$ cat config.mk
export PLATFORM = sky130hd
export DESIGN_NAME = simplez_uart_tx_flat
export DESIGN_NICKNAME = d
export VERILOG_FILES = /design/src/rtl/simplez_uart_tx_if.sv /design/src/rtl/simplez_uart_tx.sv /design/src/flat_wrapper.sv
export SDC_FILE = /design/constraint.sdc
export NUM_CORES = 1
export LEC_CHECK = 0
export ABC_CLOCK_PERIOD_IN_PS = 2500
export CAP_MARGIN = 20
export CORE_MARGIN = 2
export CORE_UTILIZATION = 30
export DETAILED_ROUTE_END_ITERATION = 8
export DONT_BUFFER_PORTS = 1
export GPL_TIMING_DRIVEN = 0
export PLACE_DENSITY = 0.4
export SETUP_SLACK_MARGIN = 0.4
export SLEW_MARGIN = 30
export SYNTH_ARGS = -nofsm -noshare
export SYNTH_HDL_FRONTEND = slang
export SYNTH_SLANG_ARGS = --single-unit
$ cat constraint.sdc
create_clock -name clk -period 2.5 [get_ports clk]
set_clock_uncertainty 0.2 [all_clocks]
set_input_delay 0.125 -clock clk [delete_from_list [all_inputs] [get_ports clk]]
set_output_delay 0.125 -clock clk [all_outputs]
set_load 0.1 [all_outputs]
$ cat src/rtl/simplez_uart_tx_if.sv
// simplez_uart_tx_if: slice of the Simplez CPU data bus seen by the UART transmitter.
interface simplez_uart_tx_if #(
  parameter int unsigned DATAW = 12,
  parameter int unsigned ADDRW = 9
);
  logic [ADDRW-1:0] addr;
  logic             wr;
  logic [DATAW-1:0] data_in;
  logic [DATAW-1:0] data_out;

  modport master (output addr, output wr, output data_in, input data_out);
  modport slave  (input addr, input wr, input data_in, output data_out);
endinterface

$ cat src/rtl/simplez_uart_tx.sv
// simplez_uart_tx: memory-mapped 8N1 UART transmitter on the Simplez data bus.
// Define SIMPLEZ_UART_TX_DBUF_EN to add a one-byte holding register for gapless frames.
module simplez_uart_tx #(
  parameter int unsigned      DATAW     = 12,
  parameter int unsigned      ADDRW     = 9,
  parameter int unsigned      BAUD_DIV  = 104,
  parameter logic [ADDRW-1:0] ADDR_DATA = 9'd511,
  parameter logic [ADDRW-1:0] ADDR_STAT = 9'd510
) (
  input  logic             clk,
  input  logic             rstn,
  simplez_uart_tx_if.slave bus,
  output logic             tx
);

  localparam int unsigned DIVW    = $clog2(BAUD_DIV);
  localparam int unsigned DIV_MAX = BAUD_DIV - 1;

  typedef enum logic [1:0] {S_IDLE, S_START, S_DATA, S_STOP} state_t;

  state_t           state_q, state_d;
  logic [DIVW-1:0]  div_q, div_d;
  logic [2:0]       bit_q, bit_d;
  logic [7:0]       frame_q, frame_d;
  logic             ovr_q, ovr_d;
  logic             tx_d;
  logic [DATAW-1:0] dout_q, dout_d;
`ifdef SIMPLEZ_UART_TX_DBUF_EN
  logic [7:0]       hold_q, hold_d;
  logic             hold_full_q, hold_full_d;
`endif

  logic       wr_data, wr_stat, ready, busy, accept, baud_tick;
  logic [7:0] wr_byte;
  logic       unused_data_hi;

  assign wr_data        = bus.wr && (bus.addr == ADDR_DATA);
  assign wr_stat        = bus.wr && (bus.addr == ADDR_STAT);
  assign wr_byte        = bus.data_in[7:0];
  assign unused_data_hi = ^bus.data_in[DATAW-1:8];
  assign busy           = (state_q != S_IDLE);
  assign baud_tick      = (div_q == DIVW'(DIV_MAX));
  assign accept         = wr_data && ready;
`ifdef SIMPLEZ_UART_TX_DBUF_EN
  assign ready          = !hold_full_q;
`else
  assign ready          = (state_q == S_IDLE);
`endif
  assign bus.data_out   = dout_q;

  // Next-state, datapath and registered-output logic; tx follows state one cycle later
  always_comb begin
    state_d = state_q;
    div_d   = '0;
    bit_d   = bit_q;
    frame_d = frame_q;
    ovr_d   = ovr_q;
    tx_d    = 1'b1;
    dout_d  = '0;
`ifdef SIMPLEZ_UART_TX_DBUF_EN
    hold_d      = hold_q;
    hold_full_d = hold_full_q;
`endif

    if (state_q != S_IDLE) div_d = baud_tick ? '0 : div_q + DIVW'(1);

    if (wr_stat)                ovr_d = 1'b0;
    else if (wr_data && !ready) ovr_d = 1'b1;

`ifdef SIMPLEZ_UART_TX_DBUF_EN
    if (accept && (state_q != S_IDLE)) begin
      hold_d      = wr_byte;
      hold_full_d = 1'b1;
    end
`endif

    case (state_q)
      S_IDLE: begin
        if (accept) begin
          state_d = S_START;
          frame_d = wr_byte;
        end
      end
      S_START: begin
        tx_d = 1'b0;
        if (baud_tick) begin
          state_d = S_DATA;
          bit_d   = '0;
        end
      end
      S_DATA: begin
        tx_d = frame_q[bit_q];
        if (baud_tick) begin
          if (bit_q == 3'd7) begin
            state_d = S_STOP;
            bit_d   = '0;
          end else begin
            bit_d = bit_q + 3'd1;
          end
        end
      end
      S_STOP: begin
        if (baud_tick) begin
`ifdef SIMPLEZ_UART_TX_DBUF_EN
          // A byte written on the completing edge bypasses the empty holding register
          if (hold_full_q) begin
            state_d     = S_START;
            frame_d     = hold_q;
            hold_full_d = 1'b0;
          end else if (accept) begin
            state_d     = S_START;
            frame_d     = wr_byte;
            hold_full_d = 1'b0;
          end else begin
            state_d = S_IDLE;
          end
`else
          state_d = S_IDLE;
`endif
        end
      end
      default: state_d = S_IDLE;
    endcase

    if (bus.addr == ADDR_STAT) dout_d = DATAW'({ovr_q, busy, ready});
  end

  // State and datapath registers
  always_ff @(posedge clk or negedge rstn) begin
    if (!rstn) begin
      state_q <= S_IDLE;
      div_q   <= '0;
      bit_q   <= '0;
      frame_q <= '0;
      ovr_q   <= 1'b0;
      tx      <= 1'b1;
      dout_q  <= '0;
`ifdef SIMPLEZ_UART_TX_DBUF_EN
      hold_q      <= '0;
      hold_full_q <= 1'b0;
`endif
    end else begin
      state_q <= state_d;
      div_q   <= div_d;
      bit_q   <= bit_d;
      frame_q <= frame_d;
      ovr_q   <= ovr_d;
      tx      <= tx_d;
      dout_q  <= dout_d;
`ifdef SIMPLEZ_UART_TX_DBUF_EN
      hold_q      <= hold_d;
      hold_full_q <= hold_full_d;
`endif
    end
  end

endmodule

$ cat src/flat_wrapper.sv
// flat-port wrapper written by rule: the top's interface ports become plain ports
module simplez_uart_tx_flat 
#(
  parameter int unsigned      DATAW     = 12,
  parameter int unsigned      ADDRW     = 9,
  parameter int unsigned      BAUD_DIV  = 104,
  parameter logic [ADDRW-1:0] ADDR_DATA = 9'd511,
  parameter logic [ADDRW-1:0] ADDR_STAT = 9'd510
)
  (clk, rstn, tx, bus_addr, bus_wr, bus_data_in, bus_data_out);
  simplez_uart_tx_if #(.DATAW(DATAW), .ADDRW(ADDRW)) bus_i ();
  input  logic clk;
  input  logic rstn;
  output logic tx;
  input wire logic [$bits(bus_i.addr)-1:0] bus_addr;
  input wire logic [$bits(bus_i.wr)-1:0] bus_wr;
  input wire logic [$bits(bus_i.data_in)-1:0] bus_data_in;
  output wire logic [$bits(bus_i.data_out)-1:0] bus_data_out;
  assign bus_i.addr = bus_addr;
  assign bus_i.wr = bus_wr;
  assign bus_i.data_in = bus_data_in;
  assign bus_data_out = bus_i.data_out;
  simplez_uart_tx #(.DATAW(DATAW), .ADDRW(ADDRW), .BAUD_DIV(BAUD_DIV), .ADDR_DATA(ADDR_DATA), .ADDR_STAT(ADDR_STAT)) u_core (.clk(clk), .rstn(rstn), .bus(bus_i), .tx(tx));
endmodule
==> impl_metrics.py <==
metrics = {
    "run_status": {
        "status": "finished clean",
    },
    "cells_and_area": {
        "mostFrequentLayoutCells": "24 x dfrtp_1, 15 x dlygate4sd3_1, 9 x buf_4, 9 x conb_1",
        "drive_gt1_share_pct": 24.1,
        "design_area_sq_mm": 0.00165,
        "nets": 174,
        "fin_util_pct": 38.4,
        "regArea_sq_um": 627,
        "mostFrequentLayoutCell": "dfrtp_1",
        "area_delta_synth_final_pct": 24.5,
        "antennaDiodeCount": 0,
        "multi_input_area_sq_um": 644,
        "nFillCells": 450,
    },
    "yosys": {
        "ys_seq_elements": 25,
        "synth_cell_types": 37,
        "avgSynthCellArea_sq_um": 11.7,
        "synthCells": 113,
        "synthesis.area_sq_mm": 0.00133,
        "ys_warn_count": 0,
        "yosysSeqAreaShare_pct": 47.3,
        "yosys-top-cells-area": "dfrtp_1 45%, ha_1 7.6%, mux2_2 6.8%",
        "synth_top_cell_area_share_pct": 45.3,
        "yosys.area.top_type": "dfrtp_1",
    },
    "detailed_routing": {
        "ant_nets": 0,
        "wirelength_mm": 2.57,
        "routed-via-count": 904,
        "drc_errors": 0,
        "drt-initial-drc-count": 27,
        "firstDrtPassIters": 4,
        "avgViaCountPerCell": 4.68,
        "wl_per_cell_um": 13.3,
    },
    "critical_path": {
        "worstSetupPathType": "flip-flop to flip-flop",
        "crit_required_ns": 2.46,
        "cp-start-kind": "flip-flop",
        "endpoint_kind": "flip-flop",
        "cp.arrival_ns": 1.93,
        "path_max_fanout": 6,
    },
    "floorplanning": {
        "io_pins": 37,
        "die-height_um": 70.5,
        "rows": 24,
        "coreArea_sq_mm": 0.00429,
        "start_util_pct": 30.9,
        "die_w_um": 70.5,
        "dieArea_sq_mm": 0.00496,
    },
    "clock_tree": {
        "clk_pin_slew_ns": 0.09,
        "worstSkewPairLatency_ns": 0.27,
        "cts_made_buffers": 3,
        "cts_tree": "yes",
        "root_buffer": "clkbuf_8",
        "h-tree-depth": 1,
        "clk_path_buf_depth": 2,
        "cts_setup_buffers": 0,
        "clock_sinks": 25,
    },
    "timing": {
        "maxSlewHeadroom_pct": 41.2,
        "fin_crit_ns": 1.96,
        "final_max_slew_viol_count": 0,
        "finalHoldViolCount": 0,
        "setup_tns_ns": 0,
        "tightest_slew_ns": 0.882,
        "holdWs_ns": 0.0362,
        "fin_crit_sh_pct": 78.6,
        "setup_viol": 0,
        "max_freq_mhz": 509,
        "rsz0062_at_grt": "no",
    },
    "place": {
        "portBuffers": 0,
        "placed_area_sq_mm": 0.00142,
        "dpl.hpwl_mm": 1.84,
        "place.gp.congestion": 0.683,
    },
    "pwr": {
        "power_density_mw_per_mm2": 455,
        "power_leakage_uw": 0.000765,
        "vdd_drop_max_v": 0.000265,
    },
    "run": {
        "drv_cap": 0,
    },
    "global_route": {
        "grt_max_degree": 26,
        "gr-total-overflow": 0,
        "antenna_found_initial": 0,
        "track_usage_pct": 11.5,
        "grt_pass1_wl_mm": 4.58,
        "grt_pass1_vias": 1010,
    },
    "min_path": {
        "worstHoldPathType": "primary input to flip-flop",
    },
}
==> Yosys cell counts <==
library cell / instances
mux2i_1: 4
o21ai_0: 2
clkbuf_1: 2
a21oi_1: 1
buf_4: 9
and4_1: 1
mux4_2: 2
nor2b_1: 1
dfrtp_1: 24
a22o_2: 2
nand2b_1: 2
dfstp_2: 1
o211ai_1: 1
or3_4: 1
nor3_1: 5
conb_1: 1
and3_2: 1
nand2_1: 3
nand3_1: 2
o22a_1: 1
a21o_1: 1
inv_1: 4
nor3b_1: 1
ha_1: 8
and2_1: 2
nor4_1: 2
o41ai_1: 1
nand4_1: 2
buf_2: 1
nor2_1: 6
nand3_2: 1
xor2_1: 2
a22o_1: 4
and3b_1: 1
o31ai_1: 1
mux2_2: 8
xnor2_1: 2
==> what timing repair did <==
action / in CTS / in global routing
pin swaps: 0 / 0
resized for setup: 1 / 3
endpoints found under the setup margin: 2 / 3
hold endpoints to repair: 37 / 0
hold buffers: 16 / 0
==> sequential cells by signal, summed over array words and instances (netlist names) <==
| register | cells |
|---|---|
| u_core.state_q | 2 |
| u_core.div_q | 7 |
| u_core.tx | 1 |
| u_core.bit_q | 3 |
| u_core.ovr_q | 1 |
| u_core.frame_q | 8 |
| u_core.bus.data_out | 3 |
==> cells by family after synthesis <==
family	share of synthesized area [%]
simple gates	13.5
flops	47.3
buf+inv	7.18
compound gates	8.31
mux	13.2
fa+ha+maj	7.55
xor+xnor	2.64
other cells	0.283
==> where the power goes <==
| group | switching [uW] | total (uW) | internal [uW] |
|---|---|---|---|
| registers | 0.854 | 406 | 405 |
| logic | 73.8 | 103 | 28.8 |
| clock network | 130 | 242 | 111 |
| total | 205 | 750 | 546 |
==> per-stage QoR <==
stage / setup slack [ns] / std cells / power [uW]
final: 0.536 / 193 / 750
after CTS: 0.466 / 193 / 761
after global placement: 0.478 / 173 / 487
after floorplan: 0.687 / 121 / 486
after detailed placement: 0.412 / 173 / 487
after global routing: 0.404 / 193 / 786
==> path summary, 6_finish.rpt <==
check | start | to | slack, ns | depth (start not counted)
max | u_core.div_q[0] | u_core.bit_q[2] | 0.54 | 5
min | bus_addr[7] | u_core.bus.data_out[2] | 0.04 | 3
max reg2reg | u_core.div_q[0] | u_core.bit_q[2] | 0.54 | 5
min reg2reg | u_core.div_q[0] | u_core.div_q[0] | 0.27 | 1
max in group asynchronous | rstn | u_core.tx | 1.79 | 2
min in group asynchronous | rstn | u_core.div_q[3] | 0.08 | 2
==> worst max-delay path, cell delays in order, from the launching register on <==
cell     delay [ns]
dfrtp_1        0.38
ha_1           0.23
nand3_2        0.17
or3_4          0.43
a22o_1         0.24
a22o_1         0.22
==> cell type report <==
cell class	instances	area share (%)
Buffer	12	4.93
Clock buffer	3	2.50
Clock inverter	1	0.303
Inverter	4	0.910
Multi-Input combinational cell	80	39.1
Sequential cell	25	38.0
Tap cell	52	3.95
Timing Repair Buffer	16	10.3
==> per-layer routing <==
layer	GRT usage, %	share of wire [%]	up-vias
li1	-	-	441
met1	14.0	45	449
met3	2.16	2.9	2
met5	0	0	-
met2	20.3	51	12
met4	3.85	0.93	0
Power figures use the tool's default switching activity.
